### src/rtl/logs_pwm_decoder_pkg.sv
// Shared constants for the PWM audio decoder.
// State encodings are kept here so other input tiles can reuse them.
package logs_pwm_decoder_pkg;

  localparam logic [1:0] ST_SEARCH = 2'd0;
  localparam logic [1:0] ST_TRACK  = 2'd1;
  localparam logic [1:0] ST_LOCKED = 2'd2;

endpackage

### src/rtl/logs_pwm_decoder_sync.sv
// N-stage single-bit synchronizer with asynchronous reset to 0.
// Reusable by any tile that samples an asynchronous line.
module logs_sync #(
  parameter int N = 2
) (
  input  logic i_clk,
  input  logic i_rst,
  input  logic i_d,
  output logic o_q
);

  logic [N-1:0] r_sh;

  always_ff @(posedge i_clk or posedge i_rst) begin
    if (i_rst) begin
      r_sh <= '0;
    end else begin
      r_sh <= {r_sh[N-2:0], i_d};
    end
  end

  assign o_q = r_sh[N-1];

endmodule

### src/rtl/logs_pwm_decoder.sv
// PWM audio receiver: aligns a 2^K window to rising edges of the line
// and reports the number of high cycles per window once locked.
module logs_pwm_decoder
  import logs_pwm_decoder_pkg::*;
#(
  parameter int K           = 2,
  parameter int SYNC_STAGES = 2,
  parameter int LOCK_COUNT  = 4
) (
  input  logic         clk,
  input  logic         reset,
  input  logic         audio_in,
  output logic [K:0]   level_out,
  output logic         level_valid,
  output logic         locked
);

  localparam int GW = $clog2(LOCK_COUNT + 1);
  localparam logic [K-1:0]  PH_ONE  = K'(1);
  localparam logic [K-1:0]  PH_LAST = '1;
  localparam logic [K:0]    HI_ONE  = (K + 1)'(1);
  localparam logic [GW-1:0] GD_LOCK = GW'(LOCK_COUNT);
  localparam logic [GW-1:0] GD_ONE  = GW'(1);

  logic          w_s;
  logic          w_rise;
  logic          w_slip;
  logic          w_end;
  logic [K:0]    w_final;
  logic [GW-1:0] w_good_nxt;

  logic          r_s_d;
  logic [K-1:0]  r_phase;
  logic [K:0]    r_hi;
  logic [GW-1:0] r_good;
  logic [1:0]    r_state;
  logic [K:0]    r_level;
  logic          r_valid;
  logic          r_locked;

  logs_sync #(
    .N (SYNC_STAGES)
  ) u_sync (
    .i_clk (clk),
    .i_rst (reset),
    .i_d   (audio_in),
    .o_q   (w_s)
  );

  assign w_rise     = w_s & ~r_s_d;
  assign w_slip     = w_rise && (r_phase != '0);
  assign w_end      = (r_phase == PH_LAST);
  assign w_final    = r_hi + {{K{1'b0}}, w_s};
  assign w_good_nxt = r_good + GD_ONE;

  always_ff @(posedge clk or posedge reset) begin
    if (reset) begin
      r_s_d    <= 1'b0;
      r_phase  <= '0;
      r_hi     <= '0;
      r_good   <= '0;
      r_state  <= ST_SEARCH;
      r_level  <= '0;
      r_valid  <= 1'b0;
      r_locked <= 1'b0;
    end else begin
      r_s_d   <= w_s;
      r_valid <= 1'b0;
      case (r_state)
        ST_SEARCH: begin
          if (w_rise) begin
            r_phase <= PH_ONE;
            r_hi    <= HI_ONE;
            r_good  <= '0;
            r_state <= ST_TRACK;
          end
        end
        ST_TRACK, ST_LOCKED: begin
          // A rise away from phase 0 means we lost alignment: restart here.
          if (w_slip) begin
            r_phase  <= PH_ONE;
            r_hi     <= HI_ONE;
            r_good   <= '0;
            r_state  <= ST_TRACK;
            r_locked <= 1'b0;
          end else begin
            r_phase <= r_phase + PH_ONE;
            if (w_end) begin
              r_hi <= '0;
              if (r_state == ST_TRACK) begin
                if (w_good_nxt >= GD_LOCK) begin
                  r_good   <= GD_LOCK;
                  r_state  <= ST_LOCKED;
                  r_locked <= 1'b1;
                end else begin
                  r_good <= w_good_nxt;
                end
              end else begin
                r_level <= w_final;
                r_valid <= 1'b1;
              end
            end else begin
              r_hi <= w_final;
            end
          end
        end
        default: begin
          r_state  <= ST_SEARCH;
          r_locked <= 1'b0;
        end
      endcase
    end
  end

  assign level_out   = r_level;
  assign level_valid = r_valid;
  assign locked      = r_locked;

endmodule

### config.mk
export PLATFORM = sky130hd
export DESIGN_NAME = logs_pwm_decoder
export DESIGN_NICKNAME = d
export VERILOG_FILES = /design/src/rtl/logs_pwm_decoder_pkg.sv /design/src/rtl/logs_pwm_decoder_sync.sv /design/src/rtl/logs_pwm_decoder.sv
export SDC_FILE = /design/constraint.sdc
export NUM_CORES = 1
export LEC_CHECK = 0
export BUFFER_PORTS_ARGS = -buffer_cell sky130_fd_sc_hd__buf_4
export CAP_MARGIN = 20
export CORE_AREA = 5 5 52 49
export CTS_CLUSTER_SIZE = 16
export DETAILED_ROUTE_END_ITERATION = 10
export DIE_AREA = 0 0 57 54
export GPL_ROUTABILITY_DRIVEN = 1
export GPL_TIMING_DRIVEN = 0
export PLACE_DENSITY = 0.74
export SYNTH_ARGS = -nofsm -noshare
export SYNTH_HDL_FRONTEND = slang
export SYNTH_SLANG_ARGS = --single-unit
export TNS_END_PERCENT = 100
### constraint.sdc
create_clock -name clk -period 1.6 [get_ports clk]
set_input_delay 0.16 -clock clk [delete_from_list [all_inputs] [get_ports clk]]
set_output_delay 0.16 -clock clk [all_outputs]
set_load 0.01 [all_outputs]
# After elaboration in Yosys (flattened, before gate mapping)
# Cells that the tools add are included.
[word_totals]
ff_bits = 18
in_bits = 3
out_inout_bits = 5
[op_classes]
n_addsub = 3
n_lt_le_gt_ge = 1
eq_ne = 7
n_mux = 27
bitwise_logic = 5
n_reduce_logical = 10
[ops]
columns = ["cell", "count"]
rows = [
  ["$mux W3", 8],
  ["$reduce_and A4 Y1", 4],
  ["$mux W2", 6],
  ["$pmux W3 S2", 2],
  ["$ne A3 B3 Y1 const B", 3],
  ["$mux W1", 8],
  ["$pmux W2 S2", 2],
  ["$eq A2 B2 Y1 const B", 2],
  ["$not A1 Y1", 4],
  ["$reduce_bool A2 Y1", 2],
  ["$add A3 B1 Y3", 1],
  ["$add A3 B1 Y3 const B", 1],
  ["$ge A3 B3 Y1 const B", 1],
  ["$add A2 B1 Y2 const B", 1],
  ["$eq A2 B1 Y1 const B", 1],
  ["$logic_not A2 Y1", 1],
  ["$ne A2 B2 Y1 const B", 1],
  ["$pmux W1 S2", 1],
  ["$reduce_and A2 Y1", 1],
  ["$reduce_or A2 Y1", 1],
  ["$and A1 B1 Y1", 1],
  ["$logic_and A1 B1 Y1", 1],
]

# Depth between registers and ports, before layout
# Gate-level depths: netlist of the first run.
[logic_depth]
word_depth = 7
ltp_mapped = 7
mapped_depth_nobuf = 6

# Modules after synthesis
# From an unflattened synthesis of the first run, not the netlist that was laid out.
[hier_totals]
cells_unflattened = 84
hier_area_um2 = 910.9
[by_module_without_submodules]
columns = ["mod", "n_inst", "cells_per_inst", "area_each_um2"]
rows = [
  ["logs_pwm_decoder", 1, 81, 857.1],
  ["logs_sync", 1, 3, 53.8],
]

# Least setup slack after synthesis of the first run
# No wires, ideal clock.
[synth_path]
path_kind = "flip-flop to flip-flop"
from = "reg r_phase[0]"
to = "reg r_level[0], in the netlist level_out[0]"
setup_ns = 0.125
arrival_ns = 1.605
t_required_ns = 1.475
setup_slack_ns = -0.130
stages_incl_launch_ff = 7
n_path_buf = 1
cell_sequence = "dfrtp_1 -> inv_1 -> ha_1 -> or3b_1 -> and4b_1 -> buf_2 -> mux2_4"
[synth_via]
elab_chain_cells = 4
[synth_rtl]
columns = ["element", "line_no", "text"]
rows = [
  ["start, declared", "logs_pwm_decoder.sv:33", "logic [K-1:0] r_phase;"],
  ["start signal, assigned", "logs_pwm_decoder.sv:87", "r_phase <= r_phase + PH_ONE;"],
  ["$reduce_bool A2 Y1", "logs_pwm_decoder.sv:51", "assign w_slip = w_rise && (r_phase != '0);"],
  ["$logic_and A1 B1 Y1", "logs_pwm_decoder.sv:51", ""],
  ["$not A1 Y1 (no line)", "-", ""],
  ["$reduce_and A4 Y1 (no line) (*)", "-", ""],
  ["end signal, assigned", "logs_pwm_decoder.sv:99", "r_level <= w_final;"],
  ["end, declared", "logs_pwm_decoder.sv:37", "logic [K:0] r_level;"],
]
# Mark *: on every way between the ends. The rest lies on a longest branch, timed or not.
# A chain may end at the register's enable or synchronous reset.

# Worst setup path in the final report of the first run
[layout_path]
from = "reg r_phase[1]"
to = "reg r_level[0], in the netlist level_out[0]"
# Same word-level chain as after synthesis.

==> flow_metrics.tcl, run 1 <==
set metrics [dict create \
    yosysMostFrequentCell "dfrtp_1" \
    critPathRequiredTime_ns 1.79 \
    worst_pin_slew_ns 0.698 \
    ios 8 \
    routed_via_density 5.47 \
    netlist.area_leader.share 0.497 \
    antenna_left 0 \
    post_dp_cell_area_um2 1000 \
    synth-seq-area-share 0.497 \
    leakagePower_nw 0.549 \
    first_iter_violations 14 \
    hp-class "reg -> reg" \
    pwr-share-comb 0.501 \
    finalCritPeriodShare 1.08 \
    hold_ws_ns 0.358 \
    worstSkewPairLatency_ns 0.30 \
    violations "negative setup slack" \
    grt_pass1_vias 663 \
    arrival_ns 1.91 \
    maxSlewViolCount 0 \
    grt_max_degree 19 \
    grt_pass1_wl_um 2880 \
    dpl_worst_slack_ns -0.170 \
    cp-startpoint "r_phase[1]" \
    cts.sinks 18 \
    yosys_warnings 0 \
    clk_pin_slew_ns 0.10 \
    synth_area_per_cell_um2 10.8 \
    cts-root-buf "clkbuf_4" \
    startpoint_type "flip-flop" \
    vias 705 \
    synth_edf_count 0 \
    finish.net_count 115 \
    syn_nets 95 \
    maxCapViolations 0 \
    p_clk_frac 0.133 \
    antenna_found_initial 0 \
    cp_num_buf_inv 1 \
    fillers 182 \
    place_hpwl_um 1210 \
    fmax_ghz 0.579 \
    multi_input_area_um2 500 \
    critPathMaxFanout 5 \
    seq_area_um2 450 \
    setup_slack_ns -0.126 \
    die_h_um 54 \
    finalSetupViolations 8 \
    finalClockSkew_ns 0.0106 \
    top_usage_layer "met2" \
    internal-power_mw 1.06 \
    grt_overflow 0 \
    powerDensity_nw_per_um2 1470 \
    gp_congestion 0.806 \
    p_seq_frac 0.366 \
    swShare 0.377 \
    status "finished with violations" \
    synthFlopType "dfrtp_1" \
    synth.distinct_cells 28 \
    drt-total-wl_um 1970 \
    cts_inserted_buffers 3 \
    rsz0062_at_grt "true" \
    critPathKind "reg -> reg" \
    crit_family "simple AND/OR/NAND/NOR gates" \
    cp_cell_sequence "inv_1, ha_2, or3b_4, and4b_2, mux2_4" \
    yosys-top-cells-count "18 x dfrtp_1, 8 x ha_1, 8 x inv_1" \
    htree_levels 1 \
    synth_cells 84 \
    die_area_um2 3080 \
    synth-seq-cells 18 \
    hold_violations 0 \
    grtUsageTotal 0.123 \
    endpoint_kind "flip-flop" \
    yosys.area.top_type "dfrtp_1" \
    p_sw_mw 0.643 \
    num_rows 16 \
    grt_use_met3 0.0504 \
    timing.rr.start "r_phase[1]" \
    start_util 0.444 \
    io_buffers 7 \
    syn2layout_area_growth_pct 28.3 \
    post_drt_wl_per_cell_um 15.2 \
    met2_usage 0.209 \
    core_um2 2040 \
    cp_slowest_cell "or3b_4" \
    p_total_mw 1.71 \
    synth-async-reset-ratio 1.00 \
    num_antenna_cells 0 \
    drt_pass1_iterations 4 \
    layout_min_cycle_time_ns 1.73 \
    vdd_ir_drop_max_mv 0.765 \
    cts_tree "yes" \
    yosys-top-cells-area "dfrtp_1 50%, ha_1 11%, inv_1 3.3%" \
    use_met1 0.149 \
    chipWidth_um 57 \
    synth_area_um2 906 \
    cts_max_path_buffers 2 \
    finalInstanceArea_um2 1160 \
    min_from "u_sync.r_sh[0]" \
    slew_headroom 0.534 \
    drc 0 \
    drive_gt1_frac 0.324 \
    cpPeakStageDelay_ns 0.41 \
]
==> power by group through the flow <==
stage	clock network (mW)	logic, mW	registers [mW]
after floorplan	0	0.426	0.642
after global placement	0	0.595	0.631
after detailed placement	0	0.620	0.641
after CTS	0.231	0.695	0.622
after global routing	0.247	0.935	0.638
final	0.227	0.854	0.625
==> worst register-to-register path, stage by stage (launching register included) <==
cell	delay, ns
dfrtp_1	0.38
inv_1	0.06
ha_2	0.18
or3b_4	0.41
and4b_2	0.28
mux2_4	0.31
==> state kept, by name (all words and copies together), names as in the netlist <==
signal       cells
r_hi             3
r_state          2
r_s_d            1
level_valid      1
locked           1
level_out        3
r_good           3
r_phase          2
u_sync.r_sh      2
==> timing repair <==
action,4_1_cts,5_1_grt
endpoints found under the hold margin,19,0
setup endpoints to repair,8,12
pin swaps,2,0
buffers inserted,4,3
gates resized for setup,5,13
hold buffers,2,0
==> final timing paths <==
path | slack [ns] | depth (start not counted) | endpoint
max in group asynchronous | 0.63 | 3 | r_good[0]
max | -0.13 | 5 | level_out[0]
min | 0.36 | 0 | u_sync.r_sh[1]
min in group asynchronous | 0.52 | 3 | level_valid
max reg2reg | -0.13 | 5 | level_out[0]
min reg2reg | 0.36 | 0 | u_sync.r_sh[1]
==> kinds of logic after synthesis <==
| kind of cell | share of synthesized area |
|---|---|
| fa+ha+maj | 0.111 |
| flops | 0.497 |
| simple gates | 0.141 |
| xor+xnor | 0.00967 |
| buf+inv | 0.0387 |
| mux | 0.0332 |
| compound gates | 0.170 |
==> cells in the final DEF (no fill, tap or decap) <==
cell type	count
o32ai_1	1
nor2_1	5
and2_1	1
inv_1	8
o21ai_1	1
a21oi_4	1
xnor2_1	1
nor3_1	2
o22a_1	2
nand2_4	2
o31ai_1	3
nand3_1	2
a31oi_1	1
or3b_4	1
a22o_1	1
a221oi_2	1
ha_4	1
nand2_1	4
nand2_2	1
dfrtp_1	18
mux2_4	2
buf_4	14
a21o_1	1
a21oi_1	4
a21boi_0	1
and4b_2	1
nand2b_1	3
nor2b_1	2
ha_2	2
a2bb2oi_2	1
dlygate4sd3_1	2
o41ai_2	2
ha_1	5
and2_4	1
clkbuf_4	3
o211a_1	1
==> routing by layer <==
metal | part of all wire | vias up
li1 | - | 338
met1 | 0.43 | 351
met2 | 0.52 | 13
met3 | 0.040 | 3
met4 | 0.0081 | 0
met5 | 0 | -
==> stage by stage <==
| step | util | TNS [ns] | cells |
|---|---|---|---|
| after floorplan | - | -0.169 | 84 |
| after detailed placement | 0.491 | -0.654 | 118 |
| after global placement | 0.491 | -0.416 | 118 |
| after CTS | 0.530 | -0.509 | 126 |
| after global routing | 0.569 | -0.866 | 129 |
| final | 0.569 | -0.620 | 129 |
==> cell type report <==
cell class,count,share of cell area
clock buffer,3,0.0194
inverter,8,0.0258
timing repair buffer,16,0.108
tap,27,0.0291
multi-input combinational,57,0.431
sequential,18,0.388
Power figures use the tool's default switching activity.
==> run 2, diff against run 1 <==
- SKIP_CTS_REPAIR_TIMING: default -> 1
- SLEW_MARGIN: default -> 20
==> flow_metrics.tcl, run 2 (same netlist as run 1, synthesis figures left out) <==
set metrics [dict create \
    status "finished with violations" \
    violations "negative hold slack, negative setup slack" \
    pwr-share-comb 0.457 \
    finalSetupViolations 4 \
    place_hpwl_um 1210 \
    vdd_ir_drop_max_mv 0.814 \
    critPathKind "reg -> reg" \
    post_drt_wl_per_cell_um 13.8 \
    die_h_um 54 \
    critPathRequiredTime_ns 1.79 \
    finalInstanceArea_um2 1080 \
    utilization 0.530 \
    drt-total-wl_um 1700 \
    first_iter_violations 11 \
    rsz0062_at_grt "true" \
    fin_cells 123 \
    hp-class "in -> async" \
    critPathMaxFanout 5 \
    cts-root-buf "clkbuf_4" \
    post_dp_cell_area_um2 1000 \
    final_cell_mix "18 x dfrtp_1, 9 x buf_4, 6 x inv_1, 6 x nand2_1, 6 x ha_1" \
    io_buffers 7 \
    cts_inserted_buffers 3 \
    vias 646 \
    worst_pin_slew_ns 0.681 \
    grtUsageTotal 0.116 \
    powerDensity_nw_per_um2 1460 \
    slew_headroom 0.545 \
    swShare 0.372 \
    syn2layout_area_growth_pct 19.5 \
    internal-power_mw 0.994 \
    arrival_ns 1.93 \
    hold_violations 18 \
    layout_min_cycle_time_ns 1.74 \
    antenna_left 0 \
    cpPeakStageDelay_ns 0.42 \
    crit_family "simple AND/OR/NAND/NOR gates" \
    fillers 180 \
    seq_area_um2 450 \
    finalCritPeriodShare 1.09 \
    cts_max_path_buffers 2 \
    fmax_ghz 0.574 \
    ios 8 \
    routed_via_density 5.25 \
    drive_gt1_frac 0.260 \
    mostFrequentLayoutCell "dfrtp_1" \
    top_usage_layer "met2" \
    leakagePower_nw 0.500 \
    cts.sinks 18 \
    core_um2 2040 \
    grt_use_met3 0.0528 \
    cts_tree "yes" \
    p_seq_frac 0.401 \
    gp_congestion 0.806 \
    htree_levels 1 \
    multi_input_area_um2 468 \
    reg2reg_slack_ns -0.14 \
    grt_pass1_wl_um 2670 \
    dp_cells 118 \
    clk_pin_slew_ns 0.10 \
    drt_pass1_iterations 3 \
    worstSkewPairLatency_ns 0.30 \
    start_util 0.444 \
    setup_slack_ns -0.142 \
    die_area_um2 3080 \
    drc 0 \
    finalClockSkew_ns 0.00898 \
    grt_max_degree 19 \
    finish.net_count 109 \
    p_total_mw 1.58 \
    chipWidth_um 57 \
    endpoint_kind "flip-flop" \
    cp_slowest_cell "dfrtp_1" \
    grt_pass1_vias 616 \
    maxSlewViolCount 0 \
    maxCapViolations 0 \
    p_clk_frac 0.142 \
    startpoint_type "flip-flop" \
    antenna_found_initial 0 \
    p_sw_mw 0.588 \
    cp_num_buf_inv 1 \
    grt_overflow 0 \
    use_met1 0.146 \
    num_rows 16 \
    met2_usage 0.183 \
    hold_ws_ns -0.0457 \
    cp_cell_sequence "inv_2, ha_4, or3b_4, and4b_2, mux2_4" \
    num_antenna_cells 0 \
]
## run 2: cell count changes in the layout (fill, tap and decap cells not counted), sizes merged
cell / before / now
dlygate4sd3: 2 / 1
buf: 14 / 9
## run 2: power groups by stage
stage | clock network (mW) | logic (mW) | registers [mW]
3_3_place_gp | 0 | 0.595 | 0.631
4_1_cts | 0.231 | 0.624 | 0.631
5_1_grt | 0.245 | 0.808 | 0.650
6_report | 0.225 | 0.723 | 0.635
3_5_place_dp | 0 | 0.620 | 0.641
2_1_floorplan | 0 | 0.426 | 0.642
## run 2: through the flow
stage	setup TNS [ns]	setup slack [ns]
detailed placement	-0.654	-0.170
global route	-0.780	-0.181
finish	-0.327	-0.142
CTS	-0.824	-0.192
floorplan	-0.169	-0.0844
global placement	-0.416	-0.145
## run 2: final cells by class
class,instances,area share
clock buffers,3,0.0208
inverters,8,0.0277
multi-input cells,57,0.432
flip-flops and latches,18,0.416
well taps,27,0.0312
repair buffers,10,0.0717
## run 2: final timing paths
| path | start | cells after the start | end |
|---|---|---|---|
| max reg2reg | r_phase[0] | 5 | level_out[0] |
| max in group asynchronous | reset | 2 | r_s_d |
| min reg2reg | u_sync.r_sh[0] | 0 | u_sync.r_sh[1] |
| min in group clk | u_sync.r_sh[0] | 0 | u_sync.r_sh[1] |
| max | r_phase[0] | 5 | level_out[0] |
| min | reset | 2 | level_valid |
## run 2: metal layers
metal / vias up / routed length [µm]
met5: - / 0
met4: 0 / 16
met2: 7 / 823
met1: 312 / 793
met3: 3 / 65
li1: 324 / -
## run 2: worst register-to-register path, stage by stage (launching register included)
cell	delay (ns)
dfrtp_1	0.42
inv_2	0.06
ha_4	0.16
or3b_4	0.40
and4b_2	0.28
mux2_4	0.31
